===== src/rtl/spi_pkg.sv =====
// Shared types and helpers for the parametrised SPI master.
// Holds the FSM state encoding, command-bit values and SPI mode decoding.
package spi_pkg;

  typedef enum logic [2:0] {
    StIdle,
    StSetup,
    StXfer,
    StHold,
    StDone
  } spi_state_e;

  localparam logic CMD_WRITE = 1'b1;
  localparam logic CMD_READ  = 1'b0;

  typedef struct packed {
    logic cpol;
    logic cpha;
  } spi_mode_t;

  function automatic spi_mode_t mode_decode(input logic [1:0] mode);
    spi_mode_t m;
    m.cpol = mode[1];
    m.cpha = mode[0];
    return m;
  endfunction

endpackage


===== src/rtl/spi_master_param_if.sv =====
// Host-side request/response bus of the SPI master.
// The master modport belongs to the requester, the slave modport to the SPI block.
interface spi_master_param_if #(
  parameter int unsigned ADDR_W = 8,
  parameter int unsigned DATA_W = 8,
  parameter int unsigned NUM_CS = 2
);
  localparam int unsigned CSW = $clog2(NUM_CS) + 1;

  logic              req_valid;
  logic              req_ready;
  logic              req_write;
  logic [CSW-1:0]    req_cs;
  logic [ADDR_W-1:0] req_addr;
  logic [DATA_W-1:0] req_wdata;
  logic [DATA_W-1:0] rsp_rdata;
  logic              done;
  logic              error;

  modport master (
    output req_valid, req_write, req_cs, req_addr, req_wdata,
    input  req_ready, rsp_rdata, done, error
  );

  modport slave (
    input  req_valid, req_write, req_cs, req_addr, req_wdata,
    output req_ready, rsp_rdata, done, error
  );

endinterface


===== src/rtl/spi_clk_gen.sv =====
// SCLK generator: half-period counter, registered sclk and edge strobes.
// Counts while en is high; sclk only toggles at terminal count while run is high.
module spi_clk_gen #(
  parameter int unsigned CLK_DIV = 2,
  parameter logic        CPOL    = 1'b0
) (
  input  logic clk,
  input  logic rst,
  input  logic en,
  input  logic run,
  output logic half_tc,
  output logic lead_edge,
  output logic trail_edge,
  output logic sclk
);

  localparam int unsigned CW = (CLK_DIV > 1) ? $clog2(CLK_DIV) : 1;
  localparam logic [CW-1:0] CNT_MAX = CW'(CLK_DIV - 1);

  logic [CW-1:0] cnt_q;
  logic          sclk_q;

  assign half_tc    = en && (cnt_q == CNT_MAX);
  // Strobes describe the edge sclk takes at the coming clk edge.
  assign lead_edge  = half_tc && run && (sclk_q == CPOL);
  assign trail_edge = half_tc && run && (sclk_q != CPOL);
  assign sclk       = sclk_q;

  always_ff @(posedge clk or posedge rst) begin
    if (rst) begin
      cnt_q  <= '0;
      sclk_q <= CPOL;
    end else begin
      if (!en || half_tc) begin
        cnt_q <= '0;
      end else begin
        cnt_q <= cnt_q + 1'b1;
      end
      if (run && half_tc) begin
        sclk_q <= ~sclk_q;
      end
    end
  end

endmodule


===== src/rtl/spi_master_param.sv =====
// Parametrised SPI master: one framed read or write (cmd, addr, data; MSB first)
// per accepted request, with done/error pulses and a held read-data register.
module spi_master_param
  import spi_pkg::*;
#(
  parameter int unsigned ADDR_W   = 8,
  parameter int unsigned DATA_W   = 8,
  parameter int unsigned NUM_CS   = 2,
  parameter int unsigned CLK_DIV  = 2,
  parameter int unsigned SPI_MODE = 0
) (
  input  logic              clk,
  input  logic              rst,
  spi_master_param_if.slave bus,
  output logic              sclk,
  output logic [NUM_CS-1:0] cs_n,
  output logic              mosi,
  input  logic              miso
);

  localparam int unsigned FRAME_W = 1 + ADDR_W + DATA_W;
  localparam int unsigned CSW     = $clog2(NUM_CS) + 1;
  localparam int unsigned HPW     = $clog2(2 * FRAME_W + 1);
  localparam spi_mode_t   MODE    = mode_decode(2'(SPI_MODE));
  localparam logic        CPOL    = MODE.cpol;
  localparam logic        CPHA    = MODE.cpha;
  localparam logic [HPW-1:0] HP_LAST = HPW'(2 * FRAME_W - 1);

  spi_state_e          state_q;
  logic [FRAME_W-1:0]  frame_q;
  logic [HPW-1:0]      hp_q;
  logic [DATA_W-1:0]   rx_q;
  logic [DATA_W-1:0]   rdata_q;
  logic                rd_q;
  logic                done_q;
  logic                error_q;
  logic                mosi_q;
  logic [NUM_CS-1:0]   cs_n_q;

  logic                en;
  logic                run;
  logic                half_tc;
  logic                lead_edge;
  logic                trail_edge;
  logic                shift_ev;
  logic                samp_ev;
  logic                accept;
  logic                cs_bad;
  logic [DATA_W-1:0]   wdata_sel;
  logic [FRAME_W-1:0]  frame_init;

  assign accept     = bus.req_valid && (state_q == StIdle);
  assign cs_bad     = bus.req_cs >= CSW'(NUM_CS);
  assign wdata_sel  = bus.req_write ? bus.req_wdata : {DATA_W{1'b0}};
  assign frame_init = {(bus.req_write ? CMD_WRITE : CMD_READ), bus.req_addr, wdata_sel};

  assign en  = (state_q == StSetup) || (state_q == StXfer) || (state_q == StHold);
  // The end of SETUP is the first leading edge; the last XFER half-period ends without one.
  assign run = (state_q == StSetup) || ((state_q == StXfer) && (hp_q != HP_LAST));

  assign shift_ev = CPHA ? lead_edge  : trail_edge;
  assign samp_ev  = CPHA ? trail_edge : lead_edge;

  spi_clk_gen #(
    .CLK_DIV (CLK_DIV),
    .CPOL    (CPOL)
  ) u_clk_gen (
    .clk        (clk),
    .rst        (rst),
    .en         (en),
    .run        (run),
    .half_tc    (half_tc),
    .lead_edge  (lead_edge),
    .trail_edge (trail_edge),
    .sclk       (sclk)
  );

  always_ff @(posedge clk or posedge rst) begin
    if (rst) begin
      state_q <= StIdle;
      frame_q <= '0;
      hp_q    <= '0;
      rx_q    <= '0;
      rdata_q <= '0;
      rd_q    <= 1'b0;
      done_q  <= 1'b0;
      error_q <= 1'b0;
      mosi_q  <= 1'b0;
      cs_n_q  <= '1;
    end else begin
      done_q  <= 1'b0;
      error_q <= 1'b0;

      if (shift_ev) begin
        mosi_q  <= frame_q[FRAME_W-1];
        frame_q <= {frame_q[FRAME_W-2:0], 1'b0};
      end
      if (samp_ev) begin
        rx_q <= DATA_W'({rx_q, miso});
      end

      unique case (state_q)
        StIdle: begin
          if (accept) begin
            if (cs_bad) begin
              state_q <= StDone;
              done_q  <= 1'b1;
              error_q <= 1'b1;
              rd_q    <= 1'b0;
            end else begin
              state_q <= StSetup;
              rd_q    <= !bus.req_write;
              cs_n_q  <= ~(NUM_CS'(1) << bus.req_cs);
              hp_q    <= '0;
              rx_q    <= '0;
              // CPHA=0 presents the command bit for the whole of SETUP.
              if (CPHA) begin
                frame_q <= frame_init;
                mosi_q  <= 1'b0;
              end else begin
                frame_q <= {frame_init[FRAME_W-2:0], 1'b0};
                mosi_q  <= frame_init[FRAME_W-1];
              end
            end
          end
        end
        StSetup: begin
          if (half_tc) begin
            state_q <= StXfer;
          end
        end
        StXfer: begin
          if (half_tc) begin
            if (hp_q == HP_LAST) begin
              state_q <= StHold;
            end else begin
              hp_q <= hp_q + 1'b1;
            end
          end
        end
        StHold: begin
          if (half_tc) begin
            state_q <= StDone;
            done_q  <= 1'b1;
            cs_n_q  <= '1;
            mosi_q  <= 1'b0;
          end
        end
        StDone: begin
          state_q <= StIdle;
          if (rd_q) begin
            rdata_q <= rx_q;
          end
        end
        default: state_q <= StIdle;
      endcase
    end
  end

  assign bus.req_ready = (state_q == StIdle);
  assign bus.rsp_rdata = rdata_q;
  assign bus.done      = done_q;
  assign bus.error     = error_q;
  assign cs_n          = cs_n_q;
  assign mosi          = mosi_q;

endmodule


===== src/flat_wrapper.sv =====
// flat-port wrapper written by rule: the top's interface ports become plain ports
module spi_master_param_flat import spi_pkg::*;
#(
  parameter int unsigned ADDR_W   = 8,
  parameter int unsigned DATA_W   = 8,
  parameter int unsigned NUM_CS   = 2,
  parameter int unsigned CLK_DIV  = 2,
  parameter int unsigned SPI_MODE = 0
)
  (clk, rst, sclk, cs_n, mosi, miso, bus_req_valid, bus_req_write, bus_req_cs, bus_req_addr, bus_req_wdata, bus_req_ready, bus_rsp_rdata, bus_done, bus_error);
  spi_master_param_if #(.ADDR_W(ADDR_W), .DATA_W(DATA_W), .NUM_CS(NUM_CS)) bus_i ();
  input  logic clk;
  input  logic rst;
  output logic sclk;
  output logic [NUM_CS-1:0] cs_n;
  output logic mosi;
  input  logic miso;
  input wire logic [$bits(bus_i.req_valid)-1:0] bus_req_valid;
  input wire logic [$bits(bus_i.req_write)-1:0] bus_req_write;
  input wire logic [$bits(bus_i.req_cs)-1:0] bus_req_cs;
  input wire logic [$bits(bus_i.req_addr)-1:0] bus_req_addr;
  input wire logic [$bits(bus_i.req_wdata)-1:0] bus_req_wdata;
  output wire logic [$bits(bus_i.req_ready)-1:0] bus_req_ready;
  output wire logic [$bits(bus_i.rsp_rdata)-1:0] bus_rsp_rdata;
  output wire logic [$bits(bus_i.done)-1:0] bus_done;
  output wire logic [$bits(bus_i.error)-1:0] bus_error;
  assign bus_i.req_valid = bus_req_valid;
  assign bus_i.req_write = bus_req_write;
  assign bus_i.req_cs = bus_req_cs;
  assign bus_i.req_addr = bus_req_addr;
  assign bus_i.req_wdata = bus_req_wdata;
  assign bus_req_ready = bus_i.req_ready;
  assign bus_rsp_rdata = bus_i.rsp_rdata;
  assign bus_done = bus_i.done;
  assign bus_error = bus_i.error;
  spi_master_param #(.ADDR_W(ADDR_W), .DATA_W(DATA_W), .NUM_CS(NUM_CS), .CLK_DIV(CLK_DIV), .SPI_MODE(SPI_MODE)) u_core (.clk(clk), .rst(rst), .bus(bus_i), .sclk(sclk), .cs_n(cs_n), .mosi(mosi), .miso(miso));
endmodule

===== config.mk =====
export PLATFORM = sky130hd
export DESIGN_NAME = spi_master_param_flat
export DESIGN_NICKNAME = d
export VERILOG_FILES = /design/src/rtl/spi_pkg.sv /design/src/rtl/spi_master_param_if.sv /design/src/rtl/spi_clk_gen.sv /design/src/rtl/spi_master_param.sv /design/src/flat_wrapper.sv
export SDC_FILE = /design/constraint.sdc
export NUM_CORES = 1
export LEC_CHECK = 0
export ABC_AREA = 1
export BUFFER_PORTS_ARGS = -buffer_cell sky130_fd_sc_hd__buf_4
export CAP_MARGIN = 10
export CELL_PAD_IN_SITES_DETAIL_PLACEMENT = 0
export CELL_PAD_IN_SITES_GLOBAL_PLACEMENT = 1
export CORE_UTILIZATION = 41
export DETAILED_ROUTE_END_ITERATION = 6
export PLACE_DENSITY = 0.83
export SLEW_MARGIN = 10
export SYNTH_ARGS = -nofsm -noshare
export SYNTH_HDL_FRONTEND = slang
export SYNTH_HIERARCHICAL = 1
export SYNTH_SLANG_ARGS = --single-unit

===== constraint.sdc =====
create_clock -name clk -period 2.6 [get_ports clk]
set_input_delay 0.52 -clock clk [delete_from_list [all_inputs] [get_ports clk]]
set_output_delay 0.52 -clock clk [all_outputs]
set_load 0.01 [all_outputs]

Yosys cells after proc, flatten, opt, wreduce, memory -nomap -nowiden
Cells that the tools add are included.

storage, ports and cells
  bits in latches = 0
  output and inout bits = 15
  memory bits (writable) = 0
  memories kept = 0
  logic and storage cells = 89
  register bits after elaboration = 50
  bits in read-only memories = 0

cells by class
  equal/unequal tests = 13
  reduce and logical (&&, ||, !) cells = 20
  $mul = 0
  divide/modulo/power cells = 0
  bitwise logic cells = 2
  shift operators = 1
  $add $sub $neg = 2
  order comparisons = 1
  muxes and demuxes = 38

operators by type and width
  kind                   number
  $mux W17               4
  $mux W8                5
  $mux W6                4
  $mux W3                6
  $ne A2 B2 Y1 const B   6
  $pmux W3 S4            1
  $pmux W6 S2            1
  $mux W1                11
  $reduce_and A5 Y1      2
  $add A6 B1 Y6 const B  1
  $eq A3 B2 Y1 const B   2
  $eq A6 B6 Y1 const B   1
  $logic_and A1 B1 Y1    6
  $mux W2                3
  $ne A6 B6 Y1 const B   1
  $logic_or A1 B1 Y1     4
  $pmux W1 S2            2
  $pmux W2 S2            1
  $reduce_and A2 Y1      2
  $reduce_and A4 Y1      1
  $reduce_bool A2 Y1     2
  $eq A3 B1 Y1 const B   1
  $eq A3 B3 Y1 const B   1
  $logic_not A3 Y1       1
  7 further kinds        8

Longest topological paths before layout
Gate-level depths: netlist (run 1).

  word-level depth = 10
  gate-level depth with buffers = 15
  mapped depth without buffers = 14

Cells and area by module
The synthesis (run 1) kept the hierarchy.

modules (own cells, without submodules)
  module            seq. area each (um^2)  times used  cells each  area each (um^2)
  spi_master_param  1,203.7                1           293         2,368.5
  spi_clk_gen       50.0                   1           14          98.8

Worst setup path before layout (run 1)
No wires, ideal clock.

  path type = register to register
  start = register u_core.hp_q[0]
  end = register u_core.frame_q[3]
  setup time = 0.127 ns
  path slack = 0.646 ns
  data arrival time = 1.827 ns
  cell stages (with the launch flop) = 13
  cells stage by stage = dfrtp_1 ha_1 nand2_1 inv_1 nand3_1 nand2_1 nand2_1 nand3_1 nor2_1 buf_2 buf_2 mux2i_1 o21ai_0

on the way
  word-level cells in the longest chain between the ends = 9

RTL lines
  element                                RTL line                 source
  start, declared                        spi_master_param.sv:31   logic [HPW-1:0] hp_q;
  start signal, assigned                 spi_master_param.sv:137  hp_q <= hp_q + 1'b1;
  $ne A6 B6 Y1 (*)                       spi_master_param.sv:59   assign run = (state_q == StSetup) || ((state_q == StXfer) && (hp_q != HP_LAST));
  $logic_and A1 B1 Y1 (*)                spi_master_param.sv:59
  $logic_or A1 B1 Y1 (*)                 spi_master_param.sv:59
  via u_core.run                         spi_master_param.sv:41   logic run;
  $logic_and A1 B1 Y1 (*) (2 in series)  spi_clk_gen.sv:26        assign trail_edge = half_tc && run && (sclk_q != CPOL);
  via u_core.shift_ev                    spi_master_param.sv:45   logic shift_ev;
  $mux W17 (*)                           spi_master_param.sv:94   if (shift_ev) begin
  $mux W17                               spi_master_param.sv:105  if (cs_bad) begin
  $mux W17                               spi_master_param.sv:104  if (accept) begin
  $mux W17 (*)                           spi_master_param.sv:102  unique case (state_q)
  end signal, assigned                   spi_master_param.sv:96   frame_q <= {frame_q[FRAME_W-2:0], 1'b0};
  end signal, assigned                   spi_master_param.sv:118  frame_q <= frame_init;
  end signal, assigned                   spi_master_param.sv:121  frame_q <= {frame_init[FRAME_W-2:0], 1'b0};
  end, declared                          spi_master_param.sv:30   logic [FRAME_W-1:0] frame_q;

The timed path passes the listed nets; every way through them passes the cells marked *.
A chain may end at the register's enable or synchronous reset.

Final worst setup path (run 1)
  start = register u_core.hp_q[0]
  end = register u_core.mosi_q, in the netlist u_core/mosi

on the way
  word-level cells in the longest chain between the ends = 9

RTL lines
  element                                RTL line                 source
  $ne A6 B6 Y1 (*)                       spi_master_param.sv:59
  $logic_and A1 B1 Y1 (*)                spi_master_param.sv:59
  $logic_or A1 B1 Y1 (*)                 spi_master_param.sv:59
  via u_core.run                         spi_master_param.sv:41
  $logic_and A1 B1 Y1 (*) (2 in series)  spi_clk_gen.sv:26
  via u_core.shift_ev                    spi_master_param.sv:45
  $mux W1 (*)                            spi_master_param.sv:94
  $mux W1                                spi_master_param.sv:105
  $mux W1                                spi_master_param.sv:104
  $pmux W1 S2 (*)                        spi_master_param.sv:102
  end signal, assigned                   spi_master_param.sv:95   mosi_q <= frame_q[FRAME_W-1];
  end signal, assigned                   spi_master_param.sv:122  mosi_q <= frame_init[FRAME_W-1];
  end, declared                          spi_master_param.sv:37   logic mosi_q;

Marks and branches as above.

==> results of run 1 <==
-- layer usage --
layer / up-vias / wire length [um] / GRT usage, %
met2: 29 / 2100 / 27.9
met1: 862 / 2270 / 22.2
met3: 4 / 183 / 3.66
met4: 0 / 61 / 5.45
li1: 1046 / - / -
met5: - / 0 / 0
-- Yosys cell counts (3+ instances only) --
master                     n  area share [%]
sky130_fd_sc_hd__a21oi_1   6             1.2
sky130_fd_sc_hd__buf_2     5             1.0
sky130_fd_sc_hd__dfrtp_1  48              49
sky130_fd_sc_hd__inv_1    41             6.2
sky130_fd_sc_hd__mux2i_1   9             3.7
sky130_fd_sc_hd__nand2_1  93              14
sky130_fd_sc_hd__nand3_1  30             6.1
sky130_fd_sc_hd__nand4_1   3            0.76
sky130_fd_sc_hd__nor2_1   14             2.1
sky130_fd_sc_hd__nor2_4    3             1.4
sky130_fd_sc_hd__o21a_1    4             1.2
sky130_fd_sc_hd__o21ai_0  32             6.5
-- final cells by class --
type | count | area (um2)
flip-flops and latches | 50 | 1250
well taps | 72 | 90.1
repair buffers | 40 | 300
multi-input cells | 204 | 997
clock buffers | 5 | 68.8
fillers | 566 | 2740
inverters | 44 | 165
clock inverters | 3 | 28.8
-- logic make-up after synthesis --
| kind of cell | count (synthesis) | share of synthesized area [%] |
|---|---|---|
| and+or+nand+nor | 148 | 26.0 |
| buffers and inverters | 53 | 8.77 |
| DFF | 50 | 50.8 |
| AOI/OAI and AO/OA | 44 | 9.43 |
| muxes | 9 | 3.65 |
| adders and majority gates | 2 | 1.01 |
| xor gates and xnor gates | 1 | 0.355 |
-- critical path, cell delays in order (launching register included) --
cell and delay [ns]:
sky130_fd_sc_hd__dfrtp_1 0.47, sky130_fd_sc_hd__ha_1 0.22, sky130_fd_sc_hd__nand2_1 0.05, sky130_fd_sc_hd__inv_1 0.04, sky130_fd_sc_hd__nand3_1 0.09, sky130_fd_sc_hd__nand2_1 0.12
sky130_fd_sc_hd__nand2_1 0.11, sky130_fd_sc_hd__nand3_1 0.09, sky130_fd_sc_hd__nor2_1 0.15, sky130_fd_sc_hd__buf_4 0.27, sky130_fd_sc_hd__mux2i_1 0.21, sky130_fd_sc_hd__o21ai_0 0.11
-- flip-flops by register name (all words and copies together), names as in the netlist --
name and count:
u_core/rd_q 1, u_core/rx_q 8, u_core/u_clk_gen/cnt_q 1, u_core/frame_q 17, u_core/bus.error 1, u_core/hp_q 6
u_core/bus.done 1, u_core/state_q 3, u_core/bus.rsp_rdata 8, u_core/cs_n 2, u_core/mosi 1, u_core/u_clk_gen/sclk 1
-- metrics by stage --
stage	setup slack, ns	power (mW)	utilization (%)
finish	0.546	2.53	51.5
global route	0.284	2.76	51.5
CTS	0.533	2.57	51.5
detailed placement	0.547	2.08	49.7
global placement	0.655	2.06	49.7
floorplan	0.646	1.79	-
-- worst max path at each step --
stage	depth (start not counted)	slack [ns]	from	to
final	11	0.55	u_core/hp_q[0]	u_core/mosi
after global routing	12	0.28	u_core/hp_q[0]	u_core/frame_q[10]
after CTS	11	0.53	u_core/hp_q[0]	u_core/mosi
after detailed placement	11	0.55	u_core/hp_q[0]	u_core/mosi
after global placement	11	0.65	u_core/hp_q[0]	u_core/mosi
after floorplan	12	0.65	u_core/hp_q[0]	u_core/frame_q[3]
-- power by group --
part	internal (mW)	switching, mW
combinational	0.354	0.556
clock	0.202	0.280
sequential	0.995	0.141
==> reports/qor.yml, run 1 <==
status:
  outcome: "finished, final reports clean"
grt:
  antenna_found_initial: 0
  grt_pass1_vias: 1879
  maximum_number_of_pins_on_one_net_before_global_route_repair: 49
  grt_overflow: 0
  grt.total_usage_pct: 17.0
  grt_pass1_wl_um: 8340
placed_design:
  gpl.final_weighted_congestion: 0.826
  placed_cells_incl_taps: 410
  dp_hpwl_um: 3300
  dpl-instance-area_um2: 2810
  buffer_ports.inserted: 37
finish:
  post_layout_net_count: 370
  post_layout_nonfiller_instances: 418
  antenna_fix_cells: 0
  syn2layout_area_growth_pct: 17.7
  final_cell_mix: "sky130_fd_sc_hd__nand2_1 (93), sky130_fd_sc_hd__dfrtp_1 (48), sky130_fd_sc_hd__buf_4 (40), sky130_fd_sc_hd__inv_1 (40), sky130_fd_sc_hd__o21ai_0 (32)"
  summed_area_of_non_filler_cells_in_the_final_layout_um2: 2900
  share_of_post_route_cells_with_drive_strength_above_1_pct: 17.3
  final_common_cell: "sky130_fd_sc_hd__nand2_1"
power_and_ir_drop:
  cellPowerDensity_nw_per_um2: 870
  ir_drop_mv: 0.443
  static-leakage-power_nw: 1.49
clock_tree:
  cts_inserted_buffers: 5
  cts-htree-levels: 2
  clock_sinks: 50
  tritoncts: "done"
  cts.repair_timing.setup_buffer_count: 0
  post_cts_resize_count: 0
  clock_tree.root_cell: "sky130_fd_sc_hd__clkbuf_8"
  clkSlewWorstSetupHoldPaths_ns: 0.10
  clock_insertion_delay_worst_skew_ns: 0.31
  ctsHoldBuffers: 0
  clock_tree.buffer_depth: 2
logic_synthesis:
  seq_cells_post_synth: 50
  synth_enable_flop_cells: 0
  synth_cells: 307
  yosysWarningCount: 6
  mappedNetlistArea_um2: 2470
  synth_cell_types: 26
  syn-mean-instance-area_um2: 8.04
  total_nets_after_synthesis: 332
  synth_async_sr_flop_share_pct: 100
  synth_flop_cell: "sky130_fd_sc_hd__dfrtp_1"
  yosysSeqAreaShare_pct: 50.8
floorplan:
  fp.dieH_um: 79.6
  initial_core_util_pct: 43.7
  num_rows: 27
  die_width_um: 79.6
  core-area_um2: 5640
  die_area_um2: 6330
  pin_count: 38
route:
  vias_per_cell: 4.64
  dr.pass1.iters: 4
  ant_nets: 0
  drcViolationCount: 0
  initialDrtViolationCount: 86
  routed_wl_um: 4620
  detail_route.wl_per_cell_um: 11.0
  detailroute.via_count: 1941
worst_setup_path:
  critical_register_to_register_path_endpoint: "u_core/mosi"
  crit_path_max_fanout: 17
  critical_path_arrival_ns: 2.23
  worst_r2r_path_depth: 11
  setup.worst_path.start_class: "flop"
  timing.setup.critical_path_class: "reg2reg"
  timing.critical_path.required_ns: 2.77
  rr_startpoint: "u_core/hp_q[0]"
  reg_to_reg_setup_timing_slack_ns: 0.55
  timing.critical_path.to_type: "flop"
hold_path:
  hold_path.class: "in2async"
sta:
  final_max_slew_viols: 0
  setup_violations: 0
  slew_headroom_pct: 60.4
  timing.clock.skew_ns: 0.0102
  post_route_worst_hold_slack_ns: 0.0687
  worst-slew-pin-transition_ns: 0.594
  timing.final.crit_period_ns: 2.05
  setup-tns-final_ns: 0
  rsz_0062_raised_after_global_routing: "false"
  final_hold_viol_count: 0
  finalCritPeriodShare_pct: 79.0
  achievable-frequency_mhz: 487
run:
  drv.max_cap_violation_count: 0
Note: power is estimated with default switching activity, not from simulation.
==> run 2: changes to the inputs <==
clock period = 2 ns   (was 2.6 ns; I/O delays follow)
==> run 2 against run 1 <==
Against the previous run:
- hold slack better by 0.21 ns
- total power rose by 34%
- die area stayed put
- non-clock buffer count increased by 5
- register-to-register slack worse by 0.40 ns
==> reports/qor.yml, run 2 (synthesized netlist as in run 1, its figures left out) <==
status:
  outcome: "finished, final reports clean"
placed_design:
  gpl.final_weighted_congestion: 0.794  # -4.0%
  buffer_ports.inserted: 37  # unchanged
  dpl-instance-area_um2: 2850  # +1.7%
  dp_hpwl_um: 3460  # +4.9%
  placed_cells_incl_taps: 413  # +0.73%
clock_tree:
  clock_insertion_delay_worst_skew_ns: 0.31  # about the same
  clock_sinks: 50  # unchanged
  cts-htree-levels: 2  # unchanged
  clock_tree.buffer_depth: 2  # unchanged
  tritoncts: "done"
  clock_tree.root_cell: "sky130_fd_sc_hd__clkbuf_8"
  clkSlewWorstSetupHoldPaths_ns: 0.09  # about the same
  cts_inserted_buffers: 5  # unchanged
floorplan:
  num_rows: 27  # unchanged
  initial_core_util_pct: 43.7  # unchanged
  fp.dieH_um: 79.6  # unchanged
  die_area_um2: 6330  # unchanged
  pin_count: 38  # unchanged
  core-area_um2: 5640  # unchanged
  die_width_um: 79.6  # unchanged
worst_setup_path:
  critical_register_to_register_path_endpoint: "u_core/frame_q[2]"
  reg_to_reg_setup_timing_slack_ns: 0.15  # -0.40 ns
  critical_path_cell_count: 12  # +1
  worst_r2r_path_depth: 12  # +1
  critical_path.n_buffers_inverters: 3  # +1
  crit_path_max_fanout: 17  # unchanged
  rr_startpoint: "u_core/hp_q[1]"
  critical_path.top_delay_family: "simple AND/OR/NAND/NOR gates"
  critical_path_cell_with_the_highest_stage_delay: "sky130_fd_sc_hd__dfrtp_1"
  timing.critical_path.required_ns: 2.20  # -0.57 ns
  critical_path.most_common_cell: "sky130_fd_sc_hd__nand2_1"
  critical_path.cell_chain: "inv_1 -> ha_1 -> nand2_1 -> inv_1 -> nand3_1 -> nand2_1 -> nand2_1 -> nand3_1 -> nor2_4 -> buf_12 -> mux2i_1 -> o21ai_0"
  timing.critical_path.slowest_cell_delay_ns: 0.40  # -0.07 ns
  timing.critical_path.to_type: "flop"
  setup.worst_path.start_class: "flop"
  critical_path_arrival_ns: 2.05  # -0.18 ns
  timing.setup.critical_path_class: "reg2reg"
sta:
  rsz_0062_raised_after_global_routing: "true"
  setup-tns-final_ns: 0  # unchanged
  post_route_worst_hold_slack_ns: 0.283  # +0.215 ns
  setup_violations: 0  # unchanged
  slew_headroom_pct: 61.9  # +1.5 points
  timing.clock.skew_ns: 0.00916  # -0.00108 ns
  achievable-frequency_mhz: 540  # +11%
  finalCritPeriodShare_pct: 92.5  # +14 points
  timing.final.crit_period_ns: 1.85  # -0.203 ns
  final_hold_viol_count: 0  # unchanged
  final_max_slew_viols: 0  # unchanged
  worst-slew-pin-transition_ns: 0.570  # -0.0243 ns
hold_path:
  hold_path.class: "in2reg"
  whs_endpoint: "u_core/frame_q[9]"
  worst_hold_path.num_cells: 3
  min_from: "bus_req_addr[0]"
grt:
  grt.total_usage_pct: 17.3  # +0.36 points
  grt_pass1_vias: 1885  # +0.32%
  maximum_number_of_pins_on_one_net_before_global_route_repair: 28  # -43%
  grt_overflow: 0  # unchanged
  antenna_found_initial: 0  # unchanged
  grt_pass1_wl_um: 8540  # +2.3%
route:
  detail_route.wl_per_cell_um: 11.7  # +5.8%
  initialDrtViolationCount: 91  # +5.8%
  ant_nets: 0  # unchanged
  vias_per_cell: 4.77  # +2.6%
  detailroute.via_count: 2021  # +4.1%
  routed_wl_um: 4950  # +7.3%
  dr.pass1.iters: 4  # unchanged
  drcViolationCount: 0  # unchanged
finish:
  share_of_post_route_cells_with_drive_strength_above_1_pct: 19.6  # +2.3 points
  antenna_fix_cells: 0  # unchanged
  summed_area_of_non_filler_cells_in_the_final_layout_um2: 2990  # +3.1%
  final_cell_mix: "sky130_fd_sc_hd__nand2_1 (93), sky130_fd_sc_hd__dfrtp_1 (48), sky130_fd_sc_hd__buf_4 (42)"
  largest_register: "u_core/frame_q"
  final_common_cell: "sky130_fd_sc_hd__nand2_1"
  post_layout_net_count: 376  # +1.6%
  number_of_flip_flops_under_the_largest_register_name: 17  # unchanged
  syn2layout_area_growth_pct: 21.3
  post_layout_nonfiller_instances: 424  # +1.4%
run:
  drv.max_cap_violation_count: 0  # unchanged
power_and_ir_drop:
  static-leakage-power_nw: 1.51  # +1.2%
  cellPowerDensity_nw_per_um2: 1130  # +30%
  ir_drop_mv: 0.573  # +29%
==> run 2: metrics by stage <==
stage | power, mW | utilization [%] | setup slack (ns)
final | 3.38 | 53.1 | 0.149
after global routing | 3.68 | 53.1 | -0.0219
after CTS | 3.40 | 52.5 | 0.0374
after detailed placement | 2.75 | 50.6 | -0.0266
after global placement | 2.72 | 50.6 | 0.0597
after floorplan | 2.33 | - | 0.0461
==> run 2: timing repair <==
| action | in CTS | in global routing |
|---|---|---|
| pin swaps | 0 | 1 |
| hold buffers | 1 | 0 |
| endpoints found under the hold margin | 2 | 0 |
| cloned | 0 | 1 |
| resized for setup | 1 | 6 |
| endpoints found under the setup margin | 6 | 26 |
| setup buffers | 0 | 1 |
==> run 2: tightest hold or removal path, stage by stage <==
cell	delay, ns
sky130_fd_sc_hd__buf_4	0.07
sky130_fd_sc_hd__nand2_1	0.04
sky130_fd_sc_hd__nand2_1	0.05
==> run 2: power breakdown <==
part / internal [mW] / switching [mW]
Sequential: 1.29 / 0.178
Combinational: 0.501 / 0.780
Clock: 0.285 / 0.346
Total: 2.08 / 1.30
==> run 2: worst max-delay path by stage <==
stage,from,endpoint,slack (ns)
2_1_floorplan,u_core/hp_q[0],u_core/frame_q[3],0.05
5_1_grt,u_core/hp_q[1],u_core/frame_q[5],-0.02
3_5_place_dp,u_core/hp_q[1],u_core/frame_q[16],-0.03
6_report,u_core/hp_q[1],u_core/frame_q[2],0.15
3_3_place_gp,u_core/hp_q[1],u_core/frame_q[11],0.06
4_1_cts,u_core/hp_q[1],u_core/frame_q[2],0.04
==> run 2: area by class of cell <==
class / instances / area, um2
Clock buffer: 6 / 82.6
Clock inverter: 2 / 16.3
Fill cell: 543 / 2650
Inverter: 44 / 170
Multi-Input combinational cell: 204 / 1010
Sequential cell: 50 / 1250
Tap cell: 72 / 90.1
Timing Repair Buffer: 45 / 365
Timing Repair inverter: 1 / 7.51
==> run 2: routing by layer <==
metal  wire, um  share of wire, %  track usage (%)  vias to the layer above
met2       2350                47             28.5                       42
met4         53               1.1             4.91                        0
met5          0                 0                0                        -
met3        227               4.6             4.00                        5
li1           -                 -                -                     1061
met1       2320                47             22.8                      913
==> run 3: changes to the inputs <==
SYNTH_HIERARCHICAL = unset   (was 1)
==> run 3 against run 2 <==
Against the previous run:
- via count grew 5.1%
- clock skew shrank 0.0022 ns
- die area grew 2.2%
- combinational power grew 39%
- global-route usage is essentially flat
- hold slack lost 0.14 ns
==> reports/qor.yml, run 3 <==
clock_tree:
  clkSlewWorstSetupHoldPaths_ns: 0.09  # about the same
  cts-htree-levels: 2  # unchanged
  clock_sinks: 50  # unchanged
  post_cts_resize_count: 0  # -1
  clock_tree.root_cell: "sky130_fd_sc_hd__clkbuf_8"
  clock_tree.buffer_depth: 2  # unchanged
  ctsHoldBuffers: 0  # -1
  cts.repair_timing.setup_buffer_count: 0  # unchanged
  tritoncts: "done"
  cts_inserted_buffers: 5  # unchanged
  clock_insertion_delay_worst_skew_ns: 0.30  # about the same
placed_design:
  gpl.final_weighted_congestion: 0.849  # +7.0%
  dpl-instance-area_um2: 2880  # +0.96%
  dp_hpwl_um: 3390  # -2.1%
  place_worst_setup_slack_ns: 0.260  # +0.287 ns
  placed_cells_incl_taps: 429  # +3.9%
  buffer_ports.inserted: 37  # unchanged
sta:
  achievable-frequency_mhz: 563  # +4.2%
  finalCritPeriodShare_pct: 88.8  # -3.7 points
  final_max_slew_viols: 0  # unchanged
  timing.final.crit_period_ns: 1.78  # -0.0745 ns
  final_hold_viol_count: 0  # unchanged
  slew_headroom_pct: 62.9  # +1.0 points
  setup_violations: 0  # unchanged
  setup-tns-final_ns: 0  # unchanged
  rsz_0062_raised_after_global_routing: "false"
  worst-slew-pin-transition_ns: 0.555  # -0.0150 ns
  timing.clock.skew_ns: 0.00699  # -0.00217 ns
  layout_setup_ws_ns: 0.224  # +0.0745 ns
floorplan:
  pin_count: 38  # unchanged
  die_area_um2: 6470  # +2.2%
  fp.dieH_um: 80.4  # +1.1%
  die_width_um: 80.4  # +1.1%
  initial_core_util_pct: 42.6  # -1.1 points
  num_rows: 28  # +3.7%
  core-area_um2: 5920  # +4.9%
finish:
  fill_cells: 600  # +10%
  number_of_flip_flops_under_the_largest_register_name: 17  # unchanged
  multi_input_comb_area_um2: 1030  # +1.7%
  seq_area_um2: 1250  # unchanged
  final_common_cell: "sky130_fd_sc_hd__nand2_1"
  antenna_fix_cells: 0  # unchanged
  post_layout_net_count: 386  # +2.7%
  largest_register: "u_core.frame_q"
  summed_area_of_non_filler_cells_in_the_final_layout_um2: 2980  # -0.59%
  share_of_post_route_cells_with_drive_strength_above_1_pct: 19.1  # -0.54 points
  syn2layout_area_growth_pct: 18.0
  post_layout_nonfiller_instances: 437  # +3.1%
  final_cell_mix: "sky130_fd_sc_hd__nand2_1 (99), sky130_fd_sc_hd__dfrtp_1 (48), sky130_fd_sc_hd__buf_4 (42)"
worst_setup_path:
  critical_path_arrival_ns: 1.98  # -0.07 ns
  worst_r2r_path_depth: 9  # -3
  critical_register_to_register_path_endpoint: "u_core.frame_q[1]"
  critical_path.n_buffers_inverters: 3  # unchanged
  critical_path.endpoint: "u_core.frame_q[1]"
  critical_path.cell_chain: "nor2_1 -> nand2_1 -> inv_2 -> nand2_2 -> nor2_4 -> inv_2 -> o21a_1 -> nand2_1 -> inv_1"
  rr_startpoint: "u_core.state_q[0]"
  crit_path_max_fanout: 27  # +10
  crit_path_start: "u_core.state_q[0]"
  timing.critical_path.required_ns: 2.21  # about the same
  critical_path_cell_with_the_highest_stage_delay: "sky130_fd_sc_hd__dfrtp_1"
  timing.setup.critical_path_class: "reg2reg"
  timing.critical_path.slowest_cell_delay_ns: 0.44  # +0.04 ns
  setup.worst_path.start_class: "flop"
  reg_to_reg_setup_timing_slack_ns: 0.22  # +0.07 ns
  timing.critical_path.to_type: "flop"
  critical_path_cell_count: 9  # -3
  critical_path.top_delay_family: "simple AND/OR/NAND/NOR gates"
logic_synthesis:
  area_share_of_the_leading_cell_type_in_the_synthesized_netlist_pct: 47.6  # -1.1 points
  yosysWarningCount: 0  # -6
  synth_async_sr_flop_share_pct: 100  # unchanged
  total_nets_after_synthesis: 349  # +5.1%
  yosysSeqAreaShare_pct: 49.7  # -1.1 points
  ys_top_cells_by_count: "sky130_fd_sc_hd__nand2_1 (99), sky130_fd_sc_hd__dfrtp_1 (48), sky130_fd_sc_hd__inv_1 (40)"
  synth_flop_cell: "sky130_fd_sc_hd__dfrtp_1"
  seq_cells_post_synth: 50  # unchanged
  synth_cells: 324  # +5.5%
  yosys.area.top_type: "sky130_fd_sc_hd__dfrtp_1"
  yosys-top-cells-area: "sky130_fd_sc_hd__dfrtp_1 (48%), sky130_fd_sc_hd__nand2_1 (15%), sky130_fd_sc_hd__nand3_1 (6.2%), sky130_fd_sc_hd__inv_1 (6.0%), sky130_fd_sc_hd__nand4_1 (4.5%)"
  synth_enable_flop_cells: 0  # unchanged
  syn-mean-instance-area_um2: 7.79  # -3.1%
  leading_cell_type_by_number_of_instances_after_synthesis: "sky130_fd_sc_hd__nand2_1"
  synth_cell_types: 28  # +7.7%
  mappedNetlistArea_um2: 2520  # +2.2%
route:
  dr.pass1.iters: 4  # unchanged
  detail_route.wl_per_cell_um: 11.4  # -2.3%
  initialDrtViolationCount: 78  # -14%
  ant_nets: 0  # unchanged
  drcViolationCount: 0  # unchanged
  routed_wl_um: 4990  # +0.67%
  detailroute.via_count: 2125  # +5.1%
  vias_per_cell: 4.86  # +2.0%
power_and_ir_drop:
  ir_drop_mv: 0.493  # -14%
  static-leakage-power_nw: 1.63  # +8.5%
  cellPowerDensity_nw_per_um2: 1350  # +19%
grt:
  grt_pass1_vias: 2004  # +6.3%
  grt.total_usage_pct: 17.3  # about the same
  grt_overflow: 0  # unchanged
  antenna_found_initial: 0  # unchanged
  grt_pass1_wl_um: 8770  # +2.7%
  maximum_number_of_pins_on_one_net_before_global_route_repair: 51  # +82%
status:
  outcome: "finished, final reports clean"
run:
  drv.max_cap_violation_count: 0  # unchanged
hold_path:
  hold_path.class: "in2async"
-- run 3: changes by cell type after synthesis, sizes merged, moves of 2 or more --
cell and change:
nand4 +15, o21ai -15, nor3 +3, inv +3, nand2 +7, mux2i -9, o21a -2, nor2 +10
a21oi -5, buf +2, o22ai +2, clkbuf +2, xor2 +3
-- run 3: logic make-up (layout without fill, tap and decap cells) --
family / count (synthesis) / after routing / synth area share [%]
flip-flops: 50 / 50 / 49.7
buffers and inverters: 59 / 97 / 9.82
AO/OA/AOI/OAI: 23 / 23 / 4.86
AND/OR/NAND/NOR: 187 / 187 / 33.6
XOR/XNOR: 3 / 3 / 1.04
adder cells (fa/ha/maj): 2 / 2 / 0.992
-- run 3: how the worst min path moves through the flow --
stage | to | slack (ns) | depth (start not counted)
after global routing | u_core.frame_q[11] | 0.15 | 3
after detailed placement | u_core.cs_n[0] | 0.47 | 2
after global placement | u_core.bus.rsp_rdata[2] | 0.47 | 2
after CTS | u_core.bus.rsp_rdata[1] | 0.15 | 3
after floorplan | u_core.rd_q | 0.45 | 2
final | u_core.bus.rsp_rdata[4] | 0.14 | 3
-- run 3: layer usage --
metal	wire length [um]	share of wire, %	up-vias	GRT usage [%]
met1	2380	48	987	22.5
met5	0	0	-	0
met2	2370	48	40	29.2
met4	58	1.2	0	4.82
met3	176	3.5	6	3.52
li1	-	-	1092	-
-- run 3: per-stage QoR --
step / total power, mW / hold WS, ns / utilization (%)
6_report: 4.01 / 0.143 / 50.3
5_1_grt: 4.41 / 0.151 / 50.3
4_1_cts: 4.06 / 0.147 / 50.3
3_5_place_dp: 3.43 / 0.474 / 48.7
3_3_place_gp: 3.39 / 0.467 / 48.7
2_1_floorplan: 2.89 / 0.451 / -
-- run 3: tightest hold or removal path, cell delays in order --
cell and delay, ns:
sky130_fd_sc_hd__buf_4 0.11, sky130_fd_sc_hd__inv_2 0.06, sky130_fd_sc_hd__buf_12 0.26
-- run 3: area by class of cell --
class,count,area share (%)
sequential,50,42.1
multi-input combinational,215,34.5
timing repair buffer,43,11.3
inverter,46,5.80
tap,75,3.15
clock buffer,6,2.77
clock inverter,2,0.420
-- run 3: power by group --
group | internal [mW] | total, mW | switching (mW) | leakage [nW]
sequential | 1.42 | 1.62 | 0.201 | 0.646
clock | 0.279 | 0.616 | 0.337 | 0.0472
combinational | 0.671 | 1.78 | 1.11 | 0.940
